==> config.mk <==
export PLATFORM = sky130hd
export DESIGN_NAME = dpcm_mc_flat
export DESIGN_NICKNAME = d
export VERILOG_FILES = /design/src/rtl/dpcm_mc_if.sv /design/src/rtl/dpcm_mc.sv /design/src/flat_wrapper.sv
export SDC_FILE = /design/constraint.sdc
export NUM_CORES = 1
export LEC_CHECK = 0
export ABC_CLOCK_PERIOD_IN_PS = 8000
export CAP_MARGIN = 20
export CORE_ASPECT_RATIO = 1.5
export CORE_MARGIN = 1
export CORE_UTILIZATION = 45
export CTS_CLUSTER_DIAMETER = 100
export DETAILED_ROUTE_END_ITERATION = 12
export PLACE_DENSITY = 0.69
export SYNTH_ARGS = -nofsm -noshare
export SYNTH_HDL_FRONTEND = slang
export SYNTH_SLANG_ARGS = --single-unit
export TNS_END_PERCENT = 100
==> constraint.sdc <==
create_clock -name clk -period 8 [get_ports clk]
set_clock_uncertainty 0.1 [all_clocks]
set_input_delay 0.8 -clock clk [delete_from_list [all_inputs] [get_ports clk]]
set_output_delay 0.8 -clock clk [all_outputs]
set_load 0.005 [all_outputs]
==> src/rtl/dpcm_mc_if.sv <==
// Handshake bundle for dpcm_mc: input transaction (mode/clear/channel/data) and registered output.
// The slave modport is the DUT side; the master modport is the producer/consumer side.
interface dpcm_mc_if #(
    parameter int WIDTH = 8,
    parameter int CW    = 2
);
    logic             mode;
    logic             clear;
    logic             Valid;
    logic             Ready;
    logic [CW-1:0]    in_chan;
    logic [WIDTH:0]   DataIn;
    logic             out_valid;
    logic             out_ready;
    logic [CW-1:0]    out_chan;
    logic [WIDTH:0]   DataOut;
    logic             err;

    modport slave (
        input  mode, clear, Valid, in_chan, DataIn, out_ready,
        output Ready, out_valid, out_chan, DataOut, err
    );

    modport master (
        output mode, clear, Valid, in_chan, DataIn, out_ready,
        input  Ready, out_valid, out_chan, DataOut, err
    );
endinterface

==> src/rtl/dpcm_mc.sv <==
// Multi-channel DPCM encoder/decoder with a per-channel last-sample predictor; one cycle latency.
// Single output register: input is accepted whenever the output is empty or being drained.
module dpcm_mc #(
    parameter int  WIDTH    = 8,
    parameter int  CHANNELS = 4,
    localparam int CW       = (CHANNELS > 1) ? $clog2(CHANNELS) : 1
) (
    input  logic       clk,
    input  logic       rst,
    dpcm_mc_if.slave   io
);

    logic [WIDTH-1:0] pred_q [CHANNELS];
    logic [WIDTH-1:0] pred_d [CHANNELS];
    logic             out_valid_q, out_valid_d;
    logic [WIDTH:0]   dout_q, dout_d;
    logic [CW-1:0]    ochan_q, ochan_d;
    logic             err_q, err_d;

    logic             in_fire;
    logic             out_fire;
    logic             chan_ok;
    logic [WIDTH-1:0] cur_pred;
    logic [WIDTH:0]   enc_res;
    logic [WIDTH+1:0] dec_sum;
    logic [WIDTH-1:0] dec_s;
    logic [WIDTH-1:0] new_pred;

    assign io.Ready     = !out_valid_q || io.out_ready;
    assign io.out_valid = out_valid_q;
    assign io.DataOut   = dout_q;
    assign io.out_chan  = ochan_q;
    assign io.err       = err_q;

    assign in_fire  = io.Valid && io.Ready;
    assign out_fire = out_valid_q && io.out_ready;

    // Channel decode doubles as the range check, so non-power-of-two CHANNELS never index past the array.
    always_comb begin
        chan_ok  = 1'b0;
        cur_pred = '0;
        for (int c = 0; c < CHANNELS; c++) begin
            if (io.in_chan == CW'(c)) begin
                chan_ok  = 1'b1;
                cur_pred = pred_q[c];
            end
        end
    end

    always_comb begin
        enc_res = {1'b0, io.DataIn[WIDTH-1:0]} - {1'b0, cur_pred};
        // Residual is sign-extended into one extra bit so both saturation directions are visible.
        dec_sum = {2'b00, cur_pred} + {io.DataIn[WIDTH], io.DataIn};
        if (dec_sum[WIDTH+1]) begin
            dec_s = '0;
        end else if (dec_sum[WIDTH]) begin
            dec_s = '1;
        end else begin
            dec_s = dec_sum[WIDTH-1:0];
        end
        new_pred = io.mode ? dec_s : io.DataIn[WIDTH-1:0];
    end

    always_comb begin
        pred_d      = pred_q;
        out_valid_d = out_valid_q;
        dout_d      = dout_q;
        ochan_d     = ochan_q;
        err_d       = 1'b0;

        if (in_fire && chan_ok) begin
            out_valid_d = 1'b1;
            ochan_d     = io.in_chan;
            dout_d      = io.mode ? {1'b0, dec_s} : enc_res;
            for (int c = 0; c < CHANNELS; c++) begin
                if (io.in_chan == CW'(c)) begin
                    pred_d[c] = new_pred;
                end
            end
        end else if (out_fire) begin
            out_valid_d = 1'b0;
        end

        if (in_fire && !chan_ok) begin
            err_d = 1'b1;
        end

        // Clear wins over a same-edge update; the transaction itself already used the old predictor.
        if (io.clear) begin
            for (int c = 0; c < CHANNELS; c++) begin
                pred_d[c] = '0;
            end
        end
    end

    always_ff @(posedge clk) begin
        if (rst) begin
            for (int c = 0; c < CHANNELS; c++) begin
                pred_q[c] <= '0;
            end
            out_valid_q <= 1'b0;
            dout_q      <= '0;
            ochan_q     <= '0;
            err_q       <= 1'b0;
        end else begin
            pred_q      <= pred_d;
            out_valid_q <= out_valid_d;
            dout_q      <= dout_d;
            ochan_q     <= ochan_d;
            err_q       <= err_d;
        end
    end

endmodule

==> src/flat_wrapper.sv <==
// flat-port wrapper written by rule: the top's interface ports become plain ports
module dpcm_mc_flat 
#(
    parameter int  WIDTH    = 8,
    parameter int  CHANNELS = 4,
    localparam int CW       = (CHANNELS > 1) ? $clog2(CHANNELS) : 1
)
  (clk, rst, io_mode, io_clear, io_Valid, io_in_chan, io_DataIn, io_out_ready, io_Ready, io_out_valid, io_out_chan, io_DataOut, io_err);
  dpcm_mc_if #(.WIDTH(WIDTH), .CW(2)) io_i ();
  input  logic clk;
  input  logic rst;
  input wire logic [$bits(io_i.mode)-1:0] io_mode;
  input wire logic [$bits(io_i.clear)-1:0] io_clear;
  input wire logic [$bits(io_i.Valid)-1:0] io_Valid;
  input wire logic [$bits(io_i.in_chan)-1:0] io_in_chan;
  input wire logic [$bits(io_i.DataIn)-1:0] io_DataIn;
  input wire logic [$bits(io_i.out_ready)-1:0] io_out_ready;
  output wire logic [$bits(io_i.Ready)-1:0] io_Ready;
  output wire logic [$bits(io_i.out_valid)-1:0] io_out_valid;
  output wire logic [$bits(io_i.out_chan)-1:0] io_out_chan;
  output wire logic [$bits(io_i.DataOut)-1:0] io_DataOut;
  output wire logic [$bits(io_i.err)-1:0] io_err;
  assign io_i.mode = io_mode;
  assign io_i.clear = io_clear;
  assign io_i.Valid = io_Valid;
  assign io_i.in_chan = io_in_chan;
  assign io_i.DataIn = io_DataIn;
  assign io_i.out_ready = io_out_ready;
  assign io_Ready = io_i.Ready;
  assign io_out_valid = io_i.out_valid;
  assign io_out_chan = io_i.out_chan;
  assign io_DataOut = io_i.DataOut;
  assign io_err = io_i.err;
  dpcm_mc #(.WIDTH(WIDTH), .CHANNELS(CHANNELS)) u_core (.clk(clk), .rst(rst), .io(io_i));
endmodule
# Word level (Yosys, flattened, before mapping)
# Cells that the tools add are included.
# word_totals
register_bits	45
input_bits	17
out_inout_bits	14
elab_cells	42
# op_classes
n_addsub	2
eq_ne	3
mux	15
reduce_logical	14
# ops
operator	n
8-bit two-way mux	7
9-bit by 9-bit adder with 10-bit output	1
9-bit two-way mux	1
8-bit by 8-bit subtractor with 9-bit output	1
2-bit AND reduction	4
1-bit two-way mux	7
2-bit == test, second input constant	2
1-bit logical AND	4
2-bit by 1-bit == test with 1-bit output, second input constant	1
1-bit zero test	2
2-bit zero test	1
2-bit nonzero test	1
2-bit OR reduction	1
1-bit logical OR	1

# Depth between registers and ports, before layout
# Gate-level depths: netlist (run 1).
# depth
word_depth	9
ltp_mapped	12
depth_no_buf	10

# Worst setup path after synthesis (run 1)
# No wires, ideal clock.
# synth_timing
kind	input -> register
start	in io_in_chan[0]
end	reg u_core.dout_q[7] (netlist: u_core.io.DataOut[7])
setup_ns	0.138
arrival_time_ns	3.262
t_required_ns	7.762
setup_slack_ns	4.500
path_stages	11
n_path_buf	3
path_cell_list	buf_2 > buf_2 > mux4_2 > ha_1 > buf_4 > a21oi_1 > o21ai_0 > a21o_1 > maj3_2 > o2111ai_2 > a311oi_2
# synth_via
elab_chain_cells	9
elab_cells_between_ends	18
classes_between	2 x add/sub; 3 x eq/ne; 11 x mux; 2 x reduce/logical
# synth_rtl
item	line	rtl
start: declaration	flat_wrapper.sv:15	input wire logic [$bits(io_i.in_chan)-1:0] io_in_chan;
2-bit zero test	dpcm_mc.sv:43	if (io.in_chan == CW'(c)) begin
8-bit two-way mux (4 in a row)	dpcm_mc.sv:43	
9-bit by 9-bit adder with 10-bit output	dpcm_mc.sv:53	dec_sum = {2'b00, cur_pred} + {io.DataIn[WIDTH], io.DataIn};
8-bit two-way mux	dpcm_mc.sv:56	end else if (dec_sum[WIDTH]) begin
8-bit two-way mux	dpcm_mc.sv:54	if (dec_sum[WIDTH+1]) begin
9-bit two-way mux	dpcm_mc.sv:74	dout_d = io.mode ? {1'b0, dec_s} : enc_res;
end signal: assignment	dpcm_mc.sv:108	dout_q <= dout_d;
end: declaration	dpcm_mc.sv:16	logic [WIDTH:0] dout_q, dout_d;
# Parallel ways exist; a longest one is shown, timed or not.
# A chain may end at the register's enable or synchronous reset.

# Final worst setup path (run 1)
# layout_timing
start	in io_in_chan[0]
end	reg u_core.pred_q[19] (netlist name)
# layout_via
elab_chain_cells	9
elab_cells_between_ends	18
classes_between	1 x add/sub; 3 x eq/ne; 11 x mux; 3 x reduce/logical
# layout_rtl
item	line	rtl
2-bit zero test	dpcm_mc.sv:43	
8-bit two-way mux (4 in a row)	dpcm_mc.sv:43	
9-bit by 9-bit adder with 10-bit output	dpcm_mc.sv:53	
8-bit two-way mux	dpcm_mc.sv:56	
8-bit two-way mux	dpcm_mc.sv:54	
8-bit two-way mux	dpcm_mc.sv:61	new_pred = io.mode ? dec_s : io.DataIn[WIDTH-1:0];
end signal: assignment	dpcm_mc.sv:106	pred_q <= pred_d;
end: declaration	dpcm_mc.sv:13	logic [WIDTH-1:0] pred_q [CHANNELS];
# Parallel ways exist; a longest one is shown, timed or not.

==> impl_metrics.csv, run 1 <==
group,metric,value,unit
run_status,outcome,"complete, no violations",
worst_hold_path,worst_hold_path.endpoint,"u_core.io.out_chan[0]",
cells_and_area,area_growth_syn_to_layout,15.1,%
clock_tree,cts_resized,0,
critical_path,path_cells,"clkdlybuf4s50_1 -> mux4_2 -> ha_1 -> a21oi_1 -> o21ai_4 -> nor3_4 -> o21ai_0 -> a22oi_1 -> a21oi_1",
route,route.vias.total,2442,
cells_and_area,drive_gt1_frac,0.105,
clock_tree,insertion_delay,0.30,ns
timing,final_max_slew_viol_count,0,
die,dieWidth,66.2,um
place,dp_hpwl,5.17,mm
pwr,p_leak,1.17,nW
route,wl,6.87,mm
synth,netlist-cell-type-count,53,
route,vias_per_cell,5.90,
place,numPortBuffers,30,
route,drc_errors,0,
clock_tree,cts_made_buffers,5,
critical_path,r2r_start,"u_core.pred_q[5]",
critical_path,r2r_cells,8,
timing,rsz0062_at_grt,"no",
synth,syn_area,2780,um^2
critical_path,critPathLaunchType,"primary input",
clock_tree,postCtsHoldBufs,0,
critical_path,cp.required,8.06,ns
route,first_pass_iters,4,
route,wire_per_inst,16.6,um
timing,setup_viol,0,
die,die_area,6500,um^2
critical_path,critical-path-top-delay-family,"compound AO/OA/AOI/OAI gates",
critical_path,cp.arrival,4.35,ns
die,core_area,5870,um^2
grt,grt-ovfl-total,0,
pwr,power.density,162,nW/um^2
die,initial_utilization,0.473,
place,gp_congestion,0.918,
cells_and_area,final_cell_mix,"dfxtp_1 (45), o21ai_0 (39), a21oi_1 (33)",
clock_tree,cts.sinks,45,
die,die_y,98.2,um
timing,tightest_slew,0.732,ns
critical_path,r2r_end,"u_core.pred_q[19]",
clock_tree,cts_tree,"yes",
cells_and_area,antenna_cells,0,
critical_path,crit_slowest_cell,"clkdlybuf4s50_1",
synth,synth-edff-count,0,
critical_path,cpMostUsedCell,"a21oi_1",
route,drt_iter0_markers,168,
grt,antenna_found_initial,0,
die,row_count,34,
synth,synthCells,322,
clock_tree,cts_buffer_depth,2,
cells_and_area,nNetsFinal,377,
critical_path,path_class,"in2reg",
grt,grt_max_degree,31,
critical_path,critPathBufInv,1,
timing,max-slew-margin-rel,0.511,
clock_tree,htreeDepth,2,
synth,synth_ff_type,"dfxtp_1",
cells_and_area,fillers,572,
die,num_io_pins,31,
place,dp.cells,405,
pwr,vdd_ir_drop_max,0.0000851,V
timing,max_clock_freq,233,MHz
worst_hold_path,holdPathStages,2,
grt,track_usage,0.224,
route,ant_nets,0,
timing,hold_violations,0,
critical_path,r2r_slack,4.97,ns
grt,grt_pass1_wl,11.0,mm
timing,final.period_utilization,0.537,
grt,grt_pass1_vias,2326,
clock_tree,postCtsSetupBuffers,0,
cells_and_area,final_common_cell,"dfxtp_1",
run,cap_violations,0,
synth,ys_seq_area_frac,0.324,
cells_and_area,instances_no_fill,414,
critical_path,end_kind,"flop",
clock_tree,path_clk_slew,0.09,ns
synth,ys_warn_count,0,
synth,ys_seq_elements,45,
synth,syn-num-nets,358,
worst_hold_path,min_from,"u_core.io.out_chan[0]",
critical_path,crit_fanout,15,
synth,avgSynthCellArea,8.63,um^2
clock_tree,root_buffer,"clkbuf_8",
synth,synth-async-reset-ratio,0,
timing,fin_tns_setup,0,ns
worst_hold_path,min_path_type,"reg2reg",
critical_path,slowest_delay,0.94,ns
timing,period_minus_slack,4.29,ns
per-stage QoR:
stage / total power, W / hold slack (ns) / utilization / setup WS [ns] / area [um^2]
floorplan: 0.000306 / 0.331 / - / 4.50 / 2780
global placement: 0.000341 / 0.340 / 0.524 / 3.36 / 3080
detailed placement: 0.000341 / 0.346 / 0.524 / 3.35 / 3080
CTS: 0.000522 / 0.360 / 0.544 / 3.68 / 3190
global route: 0.000543 / 0.377 / 0.545 / 3.52 / 3200
finish: 0.000518 / 0.360 / 0.545 / 3.71 / 3200
state kept, by name, summed over array words and instances, names as in the netlist:
signal               count
u_core.io.DataOut        9
u_core.io.err            1
u_core.io.out_chan       2
u_core.io.out_valid      1
u_core.pred_q           32
cell usage after synthesis, types with 2 or more instances:
library cell | number | share of area
dfxtp_1 | 45 | 0.32
o21ai_0 | 39 | 0.070
a21oi_1 | 33 | 0.059
nand2_1 | 20 | 0.027
inv_1 | 19 | 0.026
ha_1 | 17 | 0.077
nor2_1 | 17 | 0.023
nand3_1 | 13 | 0.023
clkbuf_1 | 11 | 0.015
a31oi_1 | 10 | 0.023
nor3_1 | 9 | 0.016
mux4_2 | 8 | 0.065
xnor2_1 | 8 | 0.025
o2111ai_1 | 6 | 0.019
or3_1 | 5 | 0.011
buf_4 | 4 | 0.011
nand3b_1 | 4 | 0.011
or2_2 | 4 | 0.0090
buf_2 | 3 | 0.0054
nand2b_1 | 3 | 0.0068
nor2b_1 | 3 | 0.0068
o31ai_1 | 3 | 0.0081
a2111oi_2 | 2 | 0.011
a21o_1 | 2 | 0.0054
a21oi_2 | 2 | 0.0063
a221oi_1 | 2 | 0.0063
a22oi_1 | 2 | 0.0054
fa_1 | 2 | 0.014
o211ai_1 | 2 | 0.0054
kinds of logic after synthesis:
logic type | synth area share
multiplexers | 0.0689
AND/OR/NAND/NOR | 0.154
flip-flops | 0.324
other | 0.00135
XOR/XNOR | 0.0284
AO/OA/AOI/OAI | 0.267
buffers and inverters | 0.0621
adder cells (fa/ha/maj) | 0.0950
cell type report:
class | count | area, um^2 | area share
multi-input combinational | 238 | 1710 | 0.533
clock inverter | 3 | 47.5 | 0.0149
tap | 72 | 90.1 | 0.0282
inverter | 19 | 71.3 | 0.0223
clock buffer | 5 | 68.8 | 0.0215
sequential | 45 | 901 | 0.282
timing repair buffer | 32 | 315 | 0.0986
routing by layer:
metal | up-vias | GRT usage | routed length [um] | share of wire
li1 | 1204 | - | - | -
met1 | 1166 | 0.261 | 2880 | 0.42
met2 | 60 | 0.399 | 3580 | 0.52
met3 | 12 | 0.0304 | 220 | 0.032
met4 | 0 | 0.0917 | 184 | 0.027
met5 | - | 0 | 0 | 0
power breakdown:
part | leakage, nW | internal, W | total, W | switching [W]
Clock | 0.0591 | 0.0000954 | 0.000182 | 0.0000862
Combinational | 0.745 | 0.0000434 | 0.000102 | 0.0000582
Sequential | 0.366 | 0.000232 | 0.000235 | 0.00000339
Total | 1.17 | 0.000371 | 0.000518 | 0.000148
worst min-delay path: cells and delay by family (launching register included):
| family | cells | cell delay [ns] |
|---|---|---|
| and+or+nand+nor | 1 | 0.05 |
| DFF | 1 | 0.32 |
| AOI/OAI and AO/OA | 1 | 0.05 |
worst max-delay path by stage:
stage / from / end / slack [ns] / cells after the start
after floorplan: io_in_chan[0] / u_core.io.DataOut[7] / 4.50 / 11
after global placement: io_in_chan[0] / u_core.pred_q[9] / 3.36 / 9
after detailed placement: io_in_chan[0] / u_core.pred_q[27] / 3.35 / 9
after CTS: io_in_chan[0] / u_core.pred_q[19] / 3.68 / 9
after global routing: io_in_chan[0] / u_core.pred_q[9] / 3.52 / 9
final: io_in_chan[0] / u_core.pred_q[19] / 3.71 / 9
No activity file was read; power rests on OpenSTA's default activity.
==> inputs of run 2 (changes only) <==
- ABC_CLOCK_PERIOD_IN_PS: 8000 -> 3610
- PLACE_DENSITY: 0.69 -> 0.72
- clock period: 8 -> 3.61 ns (I/O delays scaled with it)
==> impl_metrics.csv, run 2 (synthesized netlist as in run 1, its figures left out) <==
group,metric,value,unit
route,wl_met2,3.81,mm
die,core_area,5870,um^2
cells_and_area,nNetsFinal,393,
route,drt_iter0_markers,104,
cells_and_area,area_growth_syn_to_layout,19.5,%
timing,max-slew-margin-rel,0.496,
die,dieWidth,66.2,um
grt,track_usage,0.238,
cells_and_area,top_register,"u_core.pred_q",
pwr,p_leak,1.24,nW
clock_tree,insertion_delay,0.30,ns
cells_and_area,drive_gt1_frac,0.145,
timing,tightest_slew,0.753,ns
timing,max_clock_freq,296,MHz
grt,grt_max_degree,21,
pwr,vdd_ir_drop_max,0.000194,V
route,m1WireLength,2.84,mm
critical_path,critPathLaunchType,"primary input",
place,dp_hpwl,5.54,mm
run_status,outcome,"complete, no violations",
grt,grt_pass1_vias,2636,
route,wire_per_inst,16.6,um
cells_and_area,final_cell_mix,"dfxtp_1 (45), o21ai_0 (39), a21oi_1 (33)",
route,first_pass_iters,5,
clock_tree,root_buffer,"clkbuf_8",
cells_and_area,largest_register_ffs,32,
place,dp.cells,422,
route,vias_per_cell,5.92,
clock_tree,postCtsHoldBufs,0,
clock_tree,cts_buffer_depth,2,
critical_path,cp.required,3.75,ns
timing,hold_slack,0.362,ns
worst_hold_path,worst_hold_path.endpoint,"u_core.io.DataOut[8]",
clock_tree,cts.sinks,45,
critical_path,cp.arrival,3.52,ns
die,num_io_pins,31,
worst_hold_path,holdPathStages,2,
pwr,power.density,330,nW/um^2
clock_tree,postCtsSetupBuffers,0,
critical_path,path_class,"in2reg",
timing,final_max_slew_viol_count,0,
critical_path,r2r_start,"u_core.pred_q[7]",
route,route.vias.total,2546,
timing,period_minus_slack,3.38,ns
cells_and_area,antenna_cells,0,
critical_path,end_kind,"flop",
timing,setup_viol,0,
route,ant_nets,0,
pwr,finalPower,0.00110,W
grt,antenna_found_initial,0,
die,die_area,6500,um^2
route,wl,7.15,mm
run,cap_violations,0,
cells_and_area,finish.utilization,0.566,
worst_hold_path,min_path_type,"reg2reg",
critical_path,crit_fanout,15,
timing,hold_violations,0,
die,die_y,98.2,um
route,highest_layer,"met4",
timing,final.period_utilization,0.936,
place,numPortBuffers,30,
timing,fin_tns_setup,0,ns
worst_hold_path,min_from,"u_core.io.DataOut[8]",
place,gp_congestion,0.957,
clock_tree,path_clk_slew,0.09,ns
grt,grt_pass1_wl,11.8,mm
critical_path,r2r_cells,8,
cells_and_area,final_common_cell,"dfxtp_1",
cells_and_area,instances_no_fill,430,
critical_path,r2r_slack,0.70,ns
critical_path,r2r_end,"u_core.pred_q[6]",
grt,grt-ovfl-total,0,
die,initial_utilization,0.473,
die,row_count,34,
timing,rsz0062_at_grt,"no",
clock_tree,htreeDepth,2,
clock_tree,cts_resized,0,
clock_tree,cts_made_buffers,5,
route,dr_wl_met3,268,um
clock_tree,cts_tree,"yes",
route,drc_errors,0,
run 2: power breakdown:
group	leakage [nW]	total (W)	switching [W]	internal (W)
clock	0.0447	0.000331	0.000191	0.000140
combinational	0.832	0.000245	0.000133	0.000112
sequential	0.366	0.000521	0.00000793	0.000513
run 2: critical path, stage by stage:
cell	delay [ns]
clkdlybuf4s50_1	0.50
buf_12	0.16
mux4_2	0.52
ha_1	0.52
nand3_1	0.20
o221ai_1	0.20
a21oi_1	0.07
nor2_1	0.47
o21ai_1	0.27
a31oi_1	0.22
run 2: layout make-up:
cell class / count / area, um^2
fill: 545 / 2550
inverter: 19 / 71.3
sequential: 45 / 901
timing repair buffer: 48 / 460
clock inverter: 3 / 25.0
clock buffer: 5 / 68.8
multi-input combinational: 238 / 1710
tap: 72 / 90.1
run 2: routing by layer:
layer | track usage | vias up
li1 | - | 1244
met1 | 0.269 | 1204
met2 | 0.416 | 75
met3 | 0.0327 | 23
met4 | 0.134 | 0
met5 | 0 | -
run 2: stage by stage:
stage | worst slack (ns) | cell area (um^2)
after detailed placement | -0.0499 | 3230
after global placement | -0.0182 | 3230
after global routing | 0.00253 | 3320
after floorplan | 0.549 | 2780
after CTS | 0.273 | 3320
final | 0.229 | 3320
run 2: worst max path at each step:
stage	start	endpoint	slack, ns	depth (start not counted)
floorplan	io_in_chan[0]	u_core.io.DataOut[7]	0.55	11
global placement	io_in_chan[0]	u_core.pred_q[9]	-0.02	10
detailed placement	io_in_chan[0]	u_core.pred_q[17]	-0.05	10
CTS	io_in_chan[0]	u_core.pred_q[12]	0.27	10
global route	io_in_chan[0]	u_core.pred_q[12]	0.003	10
finish	io_in_chan[0]	u_core.pred_q[6]	0.23	10
==> inputs of run 3 (changes only) <==
- CAP_MARGIN: 20 -> default
- MAX_ROUTING_LAYER: default -> met4
- SKIP_CTS_REPAIR_TIMING: default -> 1
==> impl_metrics.csv, run 3 (synthesized netlist as in run 1, its figures left out) <==
group,metric,value,unit
pwr,seq_power_share,0.477,
pwr,p_clk_frac,0.299,
cells_and_area,final_common_cell,"dfxtp_1",
run,cap_violations,0,
timing,hold_slack,0.363,ns
pwr,swShare,0.303,
timing,period_minus_slack,3.35,ns
cells_and_area,finish.utilization,0.564,
timing,max_clock_freq,299,MHz
clock_tree,root_buffer,"clkbuf_8",
cells_and_area,area_growth_syn_to_layout,19.2,%
run_status,outcome,"complete, no violations",
grt,grt_busiest_layer,"met2",
cells_and_area,fillers,561,
critical_path,cp.arrival,3.44,ns
cells_and_area,nNetsFinal,392,
timing,setup_viol,0,
clock_tree,cts_made_buffers,5,
place,dp_hpwl,5.45,mm
cells_and_area,multiInputGateArea,1710,um^2
die,die_y,98.2,um
grt,grt_max_degree,21,
critical_path,end_kind,"flop",
pwr,power_frac_comb,0.224,
cells_and_area,largest_register_ffs,32,
die,initial_utilization,0.473,
pwr,finalPower,0.00109,W
cells_and_area,postLayoutCellArea,3310,um^2
place,numPortBuffers,30,
route,drt_iter0_markers,114,
timing,hold_violations,0,
critical_path,crit_fanout,15,
route,drc_errors,0,
cells_and_area,top_register,"u_core.pred_q",
route,ant_nets,0,
grt,met3_usage,0.0362,
grt,grt-ovfl-total,0,
cells_and_area,ff_latch_area,901,um^2
worst_hold_path,min_path_type,"reg2reg",
route,first_pass_iters,4,
clock_tree,cts_buffer_depth,2,
pwr,power.density,330,nW/um^2
clock_tree,cts_tree,"yes",
die,num_io_pins,31,
critical_path,cp.required,3.70,ns
cells_and_area,final_cell_mix,"dfxtp_1 (45), o21ai_0 (39), a21oi_1 (33)",
pwr,p_leak,1.24,nW
critical_path,critPathLaunchType,"primary input",
grt,grt_pass1_vias,2568,
grt,track_usage,0.246,
clock_tree,insertion_delay,0.31,ns
grt,grt_pass1_wl,12.0,mm
clock_tree,htreeDepth,2,
die,core_area,5870,um^2
timing,max-slew-margin-rel,0.500,
grt,met2_usage,0.425,
pwr,p_int,0.000762,W
grt,met1_usage,0.268,
die,row_count,34,
route,wire_per_inst,16.6,um
clock_tree,cts.sinks,45,
pwr,switchingPower,0.000331,W
grt,antenna_found_initial,0,
pwr,vdd_ir_drop_max,0.000188,V
place,gp_congestion,0.987,
clock_tree,path_clk_slew,0.09,ns
die,die_area,6500,um^2
timing,rsz0062_at_grt,"no",
route,vias_per_cell,5.97,
cells_and_area,antenna_cells,0,
cells_and_area,drive_gt1_frac,0.146,
timing,tightest_slew,0.748,ns
timing,final.period_utilization,0.927,
place,dpl-instance-area,3220,um^2
die,dieWidth,66.2,um
route,wl,7.13,mm
timing,final_max_slew_viol_count,0,
critical_path,path_class,"in2reg",
route,route.vias.total,2560,
==> run 3: cell types whose count changed in the layout (fill, tap and decap cells not counted), sizes merged <==
cell / previous run / this run
buf: 18 / 17
==> run 3: layout make-up <==
class / count / area share
multi-input combinational: 238 / 0.515
sequential: 45 / 0.272
timing repair buffer: 47 / 0.137
tap: 72 / 0.0272
inverter: 19 / 0.0215
clock buffer: 5 / 0.0208
clock inverter: 3 / 0.00642
==> run 3: through the flow <==
step	setup slack [ns]	setup TNS, ns	std cells
3_5_place_dp	-0.0882	-1.16	421
3_3_place_gp	-0.0154	-0.0584	421
2_1_floorplan	0.549	0	322
6_report	0.263	0	429
5_1_grt	0.0299	0	429
4_1_cts	0.181	0	429
==> run 3: final timing paths <==
kind,from,endpoint,slack [ns],depth (start not counted)
min,u_core.io.out_chan[0],u_core.io.out_chan[0],0.36,2
min reg2reg,u_core.io.out_chan[0],u_core.io.out_chan[0],0.36,2
max,io_in_chan[0],u_core.pred_q[18],0.26,10
max reg2reg,u_core.pred_q[31],u_core.pred_q[18],0.72,8
==> run 3: critical path: stages <==
cell             delay [ns]
clkdlybuf4s50_1        0.50
buf_12                 0.16
mux4_2                 0.51
ha_1                   0.52
nand4_1                0.18
a21oi_1                0.32
o21a_4                 0.23
o21ai_0                0.14
o2111ai_1              0.38
o21ai_0                0.13
==> run 3: power by group through the flow <==
stage | logic, W | registers [W] | clock network [W]
after detailed placement | 0.000242 | 0.000533 | 0
after floorplan | 0.000145 | 0.000533 | 0
after CTS | 0.000244 | 0.000521 | 0.000337
after global routing | 0.000268 | 0.000523 | 0.000355
final | 0.000245 | 0.000521 | 0.000327
after global placement | 0.000239 | 0.000533 | 0
==> run 3: layer usage <==
layer / vias up / wire length, um
met4: 0 / 227
li1: 1236 / -
met5: - / 0
met2: 67 / 3800
met3: 22 / 295
met1: 1235 / 2810
